===== src/rtl/fifo_wr_ctl.sv =====
// Frame-buffer to LCD FIFO write controller: requests bursts that fit under the FIFO fill ceiling and streams their words into the FIFO.
// Optional macro FIFO_WR_OVF_EN enables the sticky wr_ovf detector (source valid while FIFO full).
module fifo_wr_ctl #(
  parameter int unsigned FIFO_ALMOSTFULL_DEPTH = 480,
  parameter int unsigned BURST_LEN             = 16,
  parameter int unsigned FRAME_WORDS           = 130560,
  parameter logic [31:0] FRAME_BASE            = 32'h0000_0000
) (
  input  logic        fifo_wr_clk,
  input  logic        rst,
  input  logic        frame_start,
  input  logic [9:0]  fifo_wr_cnt,
  input  logic        fifo_full,
  output logic        fifo_wr_en,
  output logic [31:0] fifo_wr_data,
  output logic        burst_req,
  output logic [31:0] burst_addr,
  output logic [7:0]  burst_len,
  input  logic        burst_ack,
  input  logic        src_valid,
  input  logic [31:0] src_data,
  output logic        src_ready,
  output logic        frame_done,
  output logic        wr_ovf
);

  localparam int unsigned WCW = $clog2(FRAME_WORDS + 1);
  localparam int unsigned FW  = 11;

  typedef enum logic [1:0] {IDLE, CHECK, REQ, DATA} state_e;

  state_e          state_q, state_d;
  logic [WCW-1:0]  word_cnt_q, word_cnt_d;
  logic [7:0]      beat_cnt_q, beat_cnt_d;
  logic            pending_q, pending_d;
  logic            fifo_wr_en_q, fifo_wr_en_d;
  logic [31:0]     fifo_wr_data_q, fifo_wr_data_d;
  logic            burst_req_q, burst_req_d;
  logic [31:0]     burst_addr_q, burst_addr_d;
  logic [7:0]      burst_len_q, burst_len_d;
  logic            frame_done_q, frame_done_d;

  logic [WCW-1:0]  rem_c;
  logic [7:0]      len_c;
  logic [FW-1:0]   fill_c;
  logic            fits_c;
  logic            src_ready_c;
  logic            accept_c;
  logic            last_beat_c;
  logic            restart_c;
  logic [WCW-1:0]  word_sum_c;

  // Next burst size (short at the end of a frame) and whether it fits under the ceiling
  assign rem_c       = WCW'(FRAME_WORDS) - word_cnt_q;
  assign len_c       = (32'(rem_c) < BURST_LEN) ? 8'(rem_c) : 8'(BURST_LEN);
  assign fill_c      = FW'(fifo_wr_cnt) + FW'(len_c);
  assign fits_c      = (fill_c <= FW'(FIFO_ALMOSTFULL_DEPTH));

  // src_ready must react to fifo_full in the same cycle, so it is decoded, not registered
  assign src_ready_c = (state_q == DATA) && !fifo_full;
  assign accept_c    = src_ready_c && src_valid;
  assign last_beat_c = accept_c && (beat_cnt_q == burst_len_q - 8'd1);
  assign restart_c   = pending_q || frame_start;
  assign word_sum_c  = word_cnt_q + WCW'(burst_len_q);

  always_comb begin
    state_d        = state_q;
    word_cnt_d     = word_cnt_q;
    beat_cnt_d     = beat_cnt_q;
    pending_d      = pending_q;
    fifo_wr_en_d   = accept_c;
    fifo_wr_data_d = accept_c ? src_data : fifo_wr_data_q;
    burst_req_d    = burst_req_q;
    burst_addr_d   = burst_addr_q;
    burst_len_d    = burst_len_q;
    frame_done_d   = 1'b0;

    case (state_q)
      IDLE: begin
        if (frame_start) begin
          word_cnt_d = '0;
          state_d    = CHECK;
        end
      end
      CHECK: begin
        if (frame_start) begin
          word_cnt_d = '0;
        end else if (fits_c) begin
          state_d      = REQ;
          burst_req_d  = 1'b1;
          burst_addr_d = FRAME_BASE + (32'(word_cnt_q) << 2);
          burst_len_d  = len_c;
        end
      end
      REQ: begin
        pending_d = restart_c;
        if (burst_ack) begin
          burst_req_d = 1'b0;
          beat_cnt_d  = '0;
          state_d     = DATA;
        end
      end
      DATA: begin
        pending_d = restart_c;
        if (accept_c) begin
          beat_cnt_d = beat_cnt_q + 8'd1;
        end
        // A restart requested mid-burst takes effect only once the burst has drained
        if (last_beat_c) begin
          if (restart_c) begin
            word_cnt_d = '0;
            pending_d  = 1'b0;
            state_d    = CHECK;
          end else if (word_sum_c == WCW'(FRAME_WORDS)) begin
            word_cnt_d   = word_sum_c;
            frame_done_d = 1'b1;
            state_d      = IDLE;
          end else begin
            word_cnt_d = word_sum_c;
            state_d    = CHECK;
          end
        end
      end
      default: state_d = IDLE;
    endcase
  end

  always_ff @(posedge fifo_wr_clk or posedge rst) begin
    if (rst) begin
      state_q        <= IDLE;
      word_cnt_q     <= '0;
      beat_cnt_q     <= '0;
      pending_q      <= 1'b0;
      fifo_wr_en_q   <= 1'b0;
      fifo_wr_data_q <= '0;
      burst_req_q    <= 1'b0;
      burst_addr_q   <= '0;
      burst_len_q    <= '0;
      frame_done_q   <= 1'b0;
    end else begin
      state_q        <= state_d;
      word_cnt_q     <= word_cnt_d;
      beat_cnt_q     <= beat_cnt_d;
      pending_q      <= pending_d;
      fifo_wr_en_q   <= fifo_wr_en_d;
      fifo_wr_data_q <= fifo_wr_data_d;
      burst_req_q    <= burst_req_d;
      burst_addr_q   <= burst_addr_d;
      burst_len_q    <= burst_len_d;
      frame_done_q   <= frame_done_d;
    end
  end

`ifdef FIFO_WR_OVF_EN
  logic wr_ovf_q, wr_ovf_d;

  // Sticky: the source offered a word while the FIFO could not take it
  always_comb begin
    wr_ovf_d = wr_ovf_q;
    if ((state_q == DATA) && src_valid && fifo_full) begin
      wr_ovf_d = 1'b1;
    end
  end

  always_ff @(posedge fifo_wr_clk or posedge rst) begin
    if (rst) begin
      wr_ovf_q <= 1'b0;
    end else begin
      wr_ovf_q <= wr_ovf_d;
    end
  end

  assign wr_ovf = wr_ovf_q;
`else
  assign wr_ovf = 1'b0;
`endif

  assign fifo_wr_en   = fifo_wr_en_q;
  assign fifo_wr_data = fifo_wr_data_q;
  assign burst_req    = burst_req_q;
  assign burst_addr   = burst_addr_q;
  assign burst_len    = burst_len_q;
  assign src_ready    = src_ready_c;
  assign frame_done   = frame_done_q;

endmodule

===== config.mk =====
export PLATFORM = sky130hd
export DESIGN_NAME = fifo_wr_ctl
export DESIGN_NICKNAME = d
export VERILOG_FILES = /design/src/rtl/fifo_wr_ctl.sv
export SDC_FILE = /design/constraint.sdc
export NUM_CORES = 1
export LEC_CHECK = 0
export ABC_AREA = 1
export CORE_MARGIN = 3
export CORE_UTILIZATION = 52
export CTS_CLUSTER_SIZE = 28
export DETAILED_ROUTE_END_ITERATION = 16
export PLACE_DENSITY_LB_ADDON = 0.25
export SETUP_SLACK_MARGIN = 0.1
export SLEW_MARGIN = 0
export SYNTH_ARGS = -nofsm -noshare
export SYNTH_HDL_FRONTEND = slang
export SYNTH_SLANG_ARGS = --single-unit

===== constraint.sdc =====
create_clock -name fifo_wr_clk -period 3.8 [get_ports fifo_wr_clk]
set_input_delay 0.38 -clock fifo_wr_clk [delete_from_list [all_inputs] [get_ports fifo_wr_clk]]
set_output_delay 0.38 -clock fifo_wr_clk [all_outputs]
set_load 0.02 [all_outputs]

==> metrics.csv, run 1 <==
stage,metric,value,unit
status,status,"finished, final reports clean",
global_routing,GRT Total Usage,23.3,%
finish,Finished Cell Area,7580,sq um
finish,nets,1039,
synth,syn avg cell area,7.00,sq um
floorplanning,Core Region,10900,sq um
placed_design,Buffers on Ports,108,
synth,"Seq/Total Area, Yosys",37.8,%
floorplanning,Die ar.,12500,sq um
detailed_routing,vias post-DR,5690,
setup_path,CP Cell Sequence,inv_2 -> ha_4 -> nand3_4 -> nor2_4 -> nand2_2 -> nor2_4 -> inv_1 -> nand2_2 -> nand4_1 -> nor2_1 -> nand3_2 -> nor2_2 -> ha_2 -> fa_2 -> nor4_2 -> nand3_1 -> nand2_2 -> nand2_4 -> buf_12 -> inv_8 -> nand2_1 -> o21ai_1,
power,PD cells,492,nW/um^2
setup_path,RR Endpoint,burst_len[4]$_DFFE_PP0P_,
global_routing,gr busiest metal,met2,
finish,fin util,69.6,%
global_routing,pin count of the biggest net entering global routing,44,
sta,Rel. slew slack,35.5,%
clocking,Clock Sinks,88,
sta,Fin. Hold Viols,0,
setup_path,WP depth,22,
floorplanning,Die Y,112,um
setup_path,worst setup path end,burst_len[4]$_DFFE_PP0P_,
clocking,Root Driver,clkbuf_8,
clocking,H-tree level count,3,
sta,# setup viols final,0,
finish,Filler Cells Inserted,892,
synth,"top cells by count, synth","nand2_1, inv_1, dfrtp_1",
synth,number of flops mapped to enable cells by yosys,0,
synth,cell taking the most area after synthesis,dfrtp_1,
clocking,worst-skew pair later-pin latency,360,ps
sta,WHS,441,ps
detailed_routing,via/cell ratio,5.13,
sta,max-slew violation count,0,
floorplanning,row count,38,
setup_path,Crit Reg-Reg Startpoint,word_cnt_q[0]$_DFFE_PP0P_,
synth,Post-Synthesis Cells,833,
floorplanning,I/O Pins,125,
synth,largest cells by area after synthesis,"dfrtp_1, nand2_1, inv_1",
clocking,CTS tree,yes,
setup_path,Crit path top cell by count,nand2_2,
setup_path,"reg-to-reg slack, setup",120,ps
finish,share of cells above drive strength 1,10.7,%
detailed_routing,Initial DRC Count,395,
sta,fmax,272,MHz
global_routing,grt met2 use,39.0,%
setup_path,critical path peak fanout,10,
finish,number of diodes,0,
setup_path,Worst Setup End Kind,flip-flop,
min_path,Hold WC Path Type,input port to asynchronous set/reset pin,
sta,unrepaired setup endpoints after global routing,yes,
detailed_routing,Residual DRC,0,
detailed_routing,Routed WL,14900,um
clocking,clock slew at reported path FFs,80,ps
synth,Yosys top cell area share,37.8,%
sta,Final Cycle Share,96.8,%
setup_path,cell family with most CP delay,simple AND/OR/NAND/NOR gates,
placed_design,placed cell area,7020,sq um
global_routing,met3 Use GR,3.64,%
clocking,CTS Buf Count,9,
setup_path,CP Launch Point,word_cnt_q[0]$_DFFE_PP0P_,
synth,cell with the most instances after synthesis,nand2_1,
floorplanning,Initial Utilization,53.6,%
finish,area delta synth->final,30.0,%
sta,Period minus WS final,3680,ps
detailed_routing,Pre-Repair DR Iteration Count,6,
synth,"Cell Area, Synth",5830,sq um
synth,Post-synth ARST share,100,%
placed_design,Detailed Place HPWL,10700,um
setup_path,Crit path arrival time,3970,ps
global_routing,grt total ovfl,0,
setup_path,crit start category,flip-flop,
global_routing,first-pass GRT wire length,24200,um
floorplanning,die width,112,um
synth,Synth Flop Type,dfrtp_1,
setup_path,R2R cell count,22,
clocking,Clock Path Buffers,2,
synth,#FFs+latches synth,88,
global_routing,met1 Track Usage GR,31.2,%
job,Max Cap Viol,0,
detailed_routing,Routed WL per cell,13.4,um
global_routing,vias in the first global route,5137,
power,Lkg Pwr,3.81,nW
sta,worst-margin pin slew,966,ps
detailed_routing,DRT antenna net count,0,
global_routing,antenna violations before repair,0,
synth,Yosys cell types,41,
setup_path,Buf/Inv on CP,4,
sta,total negative slack,0,ps
setup_path,delay of the slowest critical-path stage,450,ps
setup_path,crit path kind,flip-flop to flip-flop,
synth,Synth Warn #,0,
setup_path,critical path's slowest cell,fa_2,
sta,Clock Skews,8.31,ps
power,Peak supply drop,0.000433,V
setup_path,required time of the critical path,4090,ps
placed_design,RePlAce Congestion,0.922,
-- final cells by class --
| type | instances | area, sq um | share of cell area (%) |
|---|---|---|---|
| well taps | 140 | 175 | 2.31 |
| multi-input cells | 633 | 3230 | 42.6 |
| clock buffers | 14 | 173 | 2.28 |
| inverters | 95 | 365 | 4.82 |
| clock inverters | 2 | 60.1 | 0.792 |
| flip-flops and latches | 88 | 2210 | 29.1 |
| repair buffers | 138 | 1370 | 18.1 |
-- cell families (layout without fill, tap and decap cells) --
| family | count (synthesis) | count (layout) | synth area share, % |
|---|---|---|---|
| AND/OR/NAND/NOR | 500 | 500 | 36.5 |
| AO/OA/AOI/OAI | 68 | 68 | 6.57 |
| other | 1 | 19 | 0.0643 |
| XOR/XNOR | 20 | 20 | 3.13 |
| adder cells (fa/ha/maj) | 26 | 26 | 5.84 |
| flip-flops | 88 | 88 | 37.8 |
| buffers and inverters | 130 | 249 | 10.1 |
-- per-layer routing --
layer	part of all wire (%)	vias to the layer above
met5	0	-
met4	2.5	0
met3	4.9	35
met2	50	181
met1	43	2614
li1	-	2860
-- metrics by stage --
step | worst slack [ps] | total power, mW | std cells
global placement | 57.4 | 2.93 | 1075
CTS | 107 | 3.74 | 1092
detailed placement | 8.79 | 2.97 | 1075
finish | 121 | 3.73 | 1110
global route | -132 | 3.99 | 1110
floorplan | 396 | 2.31 | 851
-- where the power goes --
part / internal [mW] / switching (mW)
clock network: 0.425 / 0.324
logic: 0.709 / 0.939
registers: 1.18 / 0.154
-- state kept, by name, summed over array words and instances (netlist names) --
| signal | flops |
|---|---|
| fifo_wr_en | 1 |
| beat_cnt_q | 8 |
| word_cnt_q | 17 |
| burst_req | 1 |
| fifo_wr_data | 32 |
| pending_q | 1 |
| frame_done | 1 |
| burst_len | 8 |
| burst_addr | 17 |
| state_q | 2 |
-- cells in the final DEF (no fill, tap or decap), drive strengths merged, types with 14 or more instances in the layout --
master         count
a21oi             16
buf               28
clkbuf            16
clkdlybuf4s50    108
conb              19
dfrtp             88
ha                24
inv               94
nand2            325
nand3             72
nor2              66
nor3              14
o21ai             47
-- repair_timing --
item | in CTS | in global routing
buffers inserted | 0 | 16
pin swaps | 1 | 13
setup endpoints to repair | 25 | 28
gates resized for setup | 11 | 25
hold buffers | 0 | 0
cloned | 1 | 2
-- how the worst min path moves through the flow --
| stage | from | endpoint | slack, ps |
|---|---|---|---|
| 6_report | rst | fifo_wr_data[12]$_DFFE_PP0P_ | 440 |
| 5_1_grt | rst | fifo_wr_data[12]$_DFFE_PP0P_ | 490 |
| 4_1_cts | rst | fifo_wr_data[5]$_DFFE_PP0P_ | 460 |
| 3_5_place_dp | fifo_wr_data[3]$_DFFE_PP0P_ | fifo_wr_data[3]$_DFFE_PP0P_ | 470 |
| 3_3_place_gp | fifo_wr_data[10]$_DFFE_PP0P_ | fifo_wr_data[10]$_DFFE_PP0P_ | 460 |
| 2_1_floorplan | pending_q$_DFFE_PP0P_ | pending_q$_DFFE_PP0P_ | 470 |
Power figures use the tool's default switching activity.
==> inputs of run 2 (changes only) <==
--- a/config.mk
+++ b/config.mk
@@ -11,6 +11,7 @@
 export CTS_CLUSTER_SIZE = 28
 export DETAILED_ROUTE_END_ITERATION = 16
 export PLACE_DENSITY_LB_ADDON = 0.25
+export RECOVER_POWER = 25
 export SETUP_SLACK_MARGIN = 0.1
 export SLEW_MARGIN = 0
 export SYNTH_ARGS = -nofsm -noshare
==> metrics.csv, run 2 (synthesis results as in run 1) <==
stage,metric,value,unit,change
status,status,finished with violations,,
status,failing checks,"max-capacitance violations, max-slew violations",,
floorplanning,Die ar.,12500,sq um,unchanged
sta,max-slew violation count,44,,+44
global_routing,met1 Track Usage GR,31.2,%,unchanged
setup_path,crit path kind,flip-flop to flip-flop,,
clocking,# hold bufs at CTS,0,,unchanged
setup_path,Crit path arrival time,3970,ps,about the same
setup_path,crit start category,flip-flop,,
placed_design,post-place setup slack,8.79,ps,unchanged
global_routing,grt total ovfl,0,,unchanged
min_path,Hold WC Path Type,flip-flop to flip-flop,,
detailed_routing,via/cell ratio,5.12,,about the same
finish,"commonest non-fill, non-tap cell in the layout",nand2_1,,
finish,"non-filler cells, final",1110,,unchanged
detailed_routing,Residual DRC,0,,unchanged
floorplanning,I/O Pins,125,,unchanged
finish,area delta synth->final,30.0,%,about the same
clocking,Clock Sinks,88,,unchanged
sta,Period minus WS final,3670,ps,-5.78 ps
detailed_routing,vias post-DR,5686,,-0.070%
floorplanning,Die Y,112,um,unchanged
setup_path,critical path peak fanout,10,,unchanged
clocking,clock slew at reported path FFs,90,ps,about the same
power,Peak supply drop,0.000433,V,about the same
clocking,Root Driver,clkbuf_8,,
floorplanning,Core Region,10900,sq um,unchanged
floorplanning,row count,38,,unchanged
sta,Rel. slew slack,-25.5,%,-61 points
sta,Final Cycle Share,96.7,%,-0.15 points
sta,worst-margin pin slew,1870,ps,+907 ps
detailed_routing,Pre-Repair DR Iteration Count,5,,-1
finish,nets,1039,,unchanged
detailed_routing,Routed WL,14900,um,about the same
finish,number of diodes,0,,unchanged
global_routing,met3 Use GR,3.64,%,unchanged
floorplanning,die width,112,um,unchanged
floorplanning,Initial Utilization,53.6,%,unchanged
sta,Fin. Hold Viols,0,,unchanged
detailed_routing,Initial DRC Count,395,,unchanged
global_routing,antenna violations before repair,0,,unchanged
finish,FF+latch area,2210,sq um,unchanged
finish,share of cells above drive strength 1,10.6,%,-0.10 points
global_routing,grt met2 use,39.0,%,unchanged
detailed_routing,DRT antenna net count,0,,unchanged
clocking,CTS Buf Count,9,,unchanged
sta,fmax,272,MHz,+0.16%
placed_design,Detailed Place HPWL,10700,um,unchanged
global_routing,first-pass GRT wire length,24200,um,unchanged
placed_design,dpl cells,1075,,unchanged
detailed_routing,Routed WL per cell,13.4,um,about the same
sta,WHS,481,ps,+39.6 ps
clocking,worst-skew pair later-pin latency,360,ps,about the same
sta,final worst slack,127,ps,+5.78 ps
finish,area of the multi-input gates,3230,sq um,unchanged
sta,# setup viols final,0,,unchanged
global_routing,gr busiest metal,met2,,
finish,most frequent cells in the layout,"nand2_1, clkdlybuf4s50_1, inv_1",,
sta,Clock Skews,9.55,ps,+1.24 ps
power,Tot Pwr,3.73,mW,about the same
placed_design,RePlAce Congestion,0.922,,unchanged
finish,Filler Cells Inserted,894,,+0.22%
power,PD cells,493,nW/um^2,about the same
power,Lkg Pwr,3.80,nW,-0.19%
global_routing,vias in the first global route,5137,,unchanged
sta,unrepaired setup endpoints after global routing,yes,,
global_routing,pin count of the biggest net entering global routing,44,,unchanged
placed_design,Buffers on Ports,108,,unchanged
job,Max Cap Viol,1,,+1
finish,Largest register FFs,32,,unchanged
clocking,Clock Path Buffers,2,,unchanged
clocking,H-tree level count,3,,unchanged
clocking,CTS tree,yes,,
setup_path,required time of the critical path,4100,ps,about the same
setup_path,Worst Setup End Kind,flip-flop,,
global_routing,GRT Total Usage,23.3,%,unchanged
-- run 2: path summary, 6_finish.rpt --
check	endpoint	cells after the start	from	slack (ps)
worst max-delay path	burst_len[4]$_DFFE_PP0P_	22	word_cnt_q[1]$_DFFE_PP0P_	130
worst min-delay path	fifo_wr_data[14]$_DFFE_PP0P_	2	fifo_wr_data[14]$_DFFE_PP0P_	480
worst max register to register	burst_len[4]$_DFFE_PP0P_	22	word_cnt_q[1]$_DFFE_PP0P_	130
worst min register to register	fifo_wr_data[14]$_DFFE_PP0P_	2	fifo_wr_data[14]$_DFFE_PP0P_	480
max in group asynchronous	word_cnt_q[5]$_DFFE_PP0P_	3	rst	1340
min in group asynchronous	fifo_wr_data[12]$_DFFE_PP0P_	2	rst	940
-- run 2: power breakdown --
group	leakage, nW	switching (mW)	total, mW	internal [mW]
clock	0.117	0.326	0.751	0.425
sequential	1.16	0.155	1.33	1.18
combinational	2.53	0.939	1.65	0.709
total	3.80	1.42	3.73	2.31
-- run 2: worst max-delay path, stage by stage (launching register included) --
cell and delay, ps:
dfrtp_1 400, inv_2 110, ha_4 160, nand3_4 110, nor2_4 130, nand2_2 80
nor2_4 150, inv_1 90, nand2_2 90, nand4_1 90, nor2_1 140, nand3_2 160
nor2_2 150, ha_2 200, fa_2 450, nor4_2 360, nand3_1 160, nand2_2 110
nand2_4 110, buf_12 170, inv_8 70, nand2_1 50, o21ai_1 70
-- run 2: repair_timing --
item                       4_1_cts  5_1_grt
setup endpoints to repair       25       28
pin swaps                        1       13
setup buffers                    0       16
gates cloned                     1        2
resized for setup               11       25
-- run 2: stage by stage --
step	util [%]	cell area, sq um	TNS [ps]
floorplan	-	5900	0
global placement	64.5	7020	0
detailed placement	64.5	7020	0
CTS	67.3	7330	0
global route	69.6	7580	-2300
finish	69.6	7580	0
-- run 2: layout make-up --
type                    count  area share (%)
well taps                 140            2.31
clock inverters             2           0.792
clock buffers              14            2.28
repair buffers            138            18.1
multi-input cells         633            42.6
flip-flops and latches     88            29.1
inverters                  95            4.82
-- run 2: routing by layer --
metal	routed length, um	vias up
met4	350	0
met3	772	33
met2	7470	188
met5	0	-
met1	6300	2608
li1	-	2857
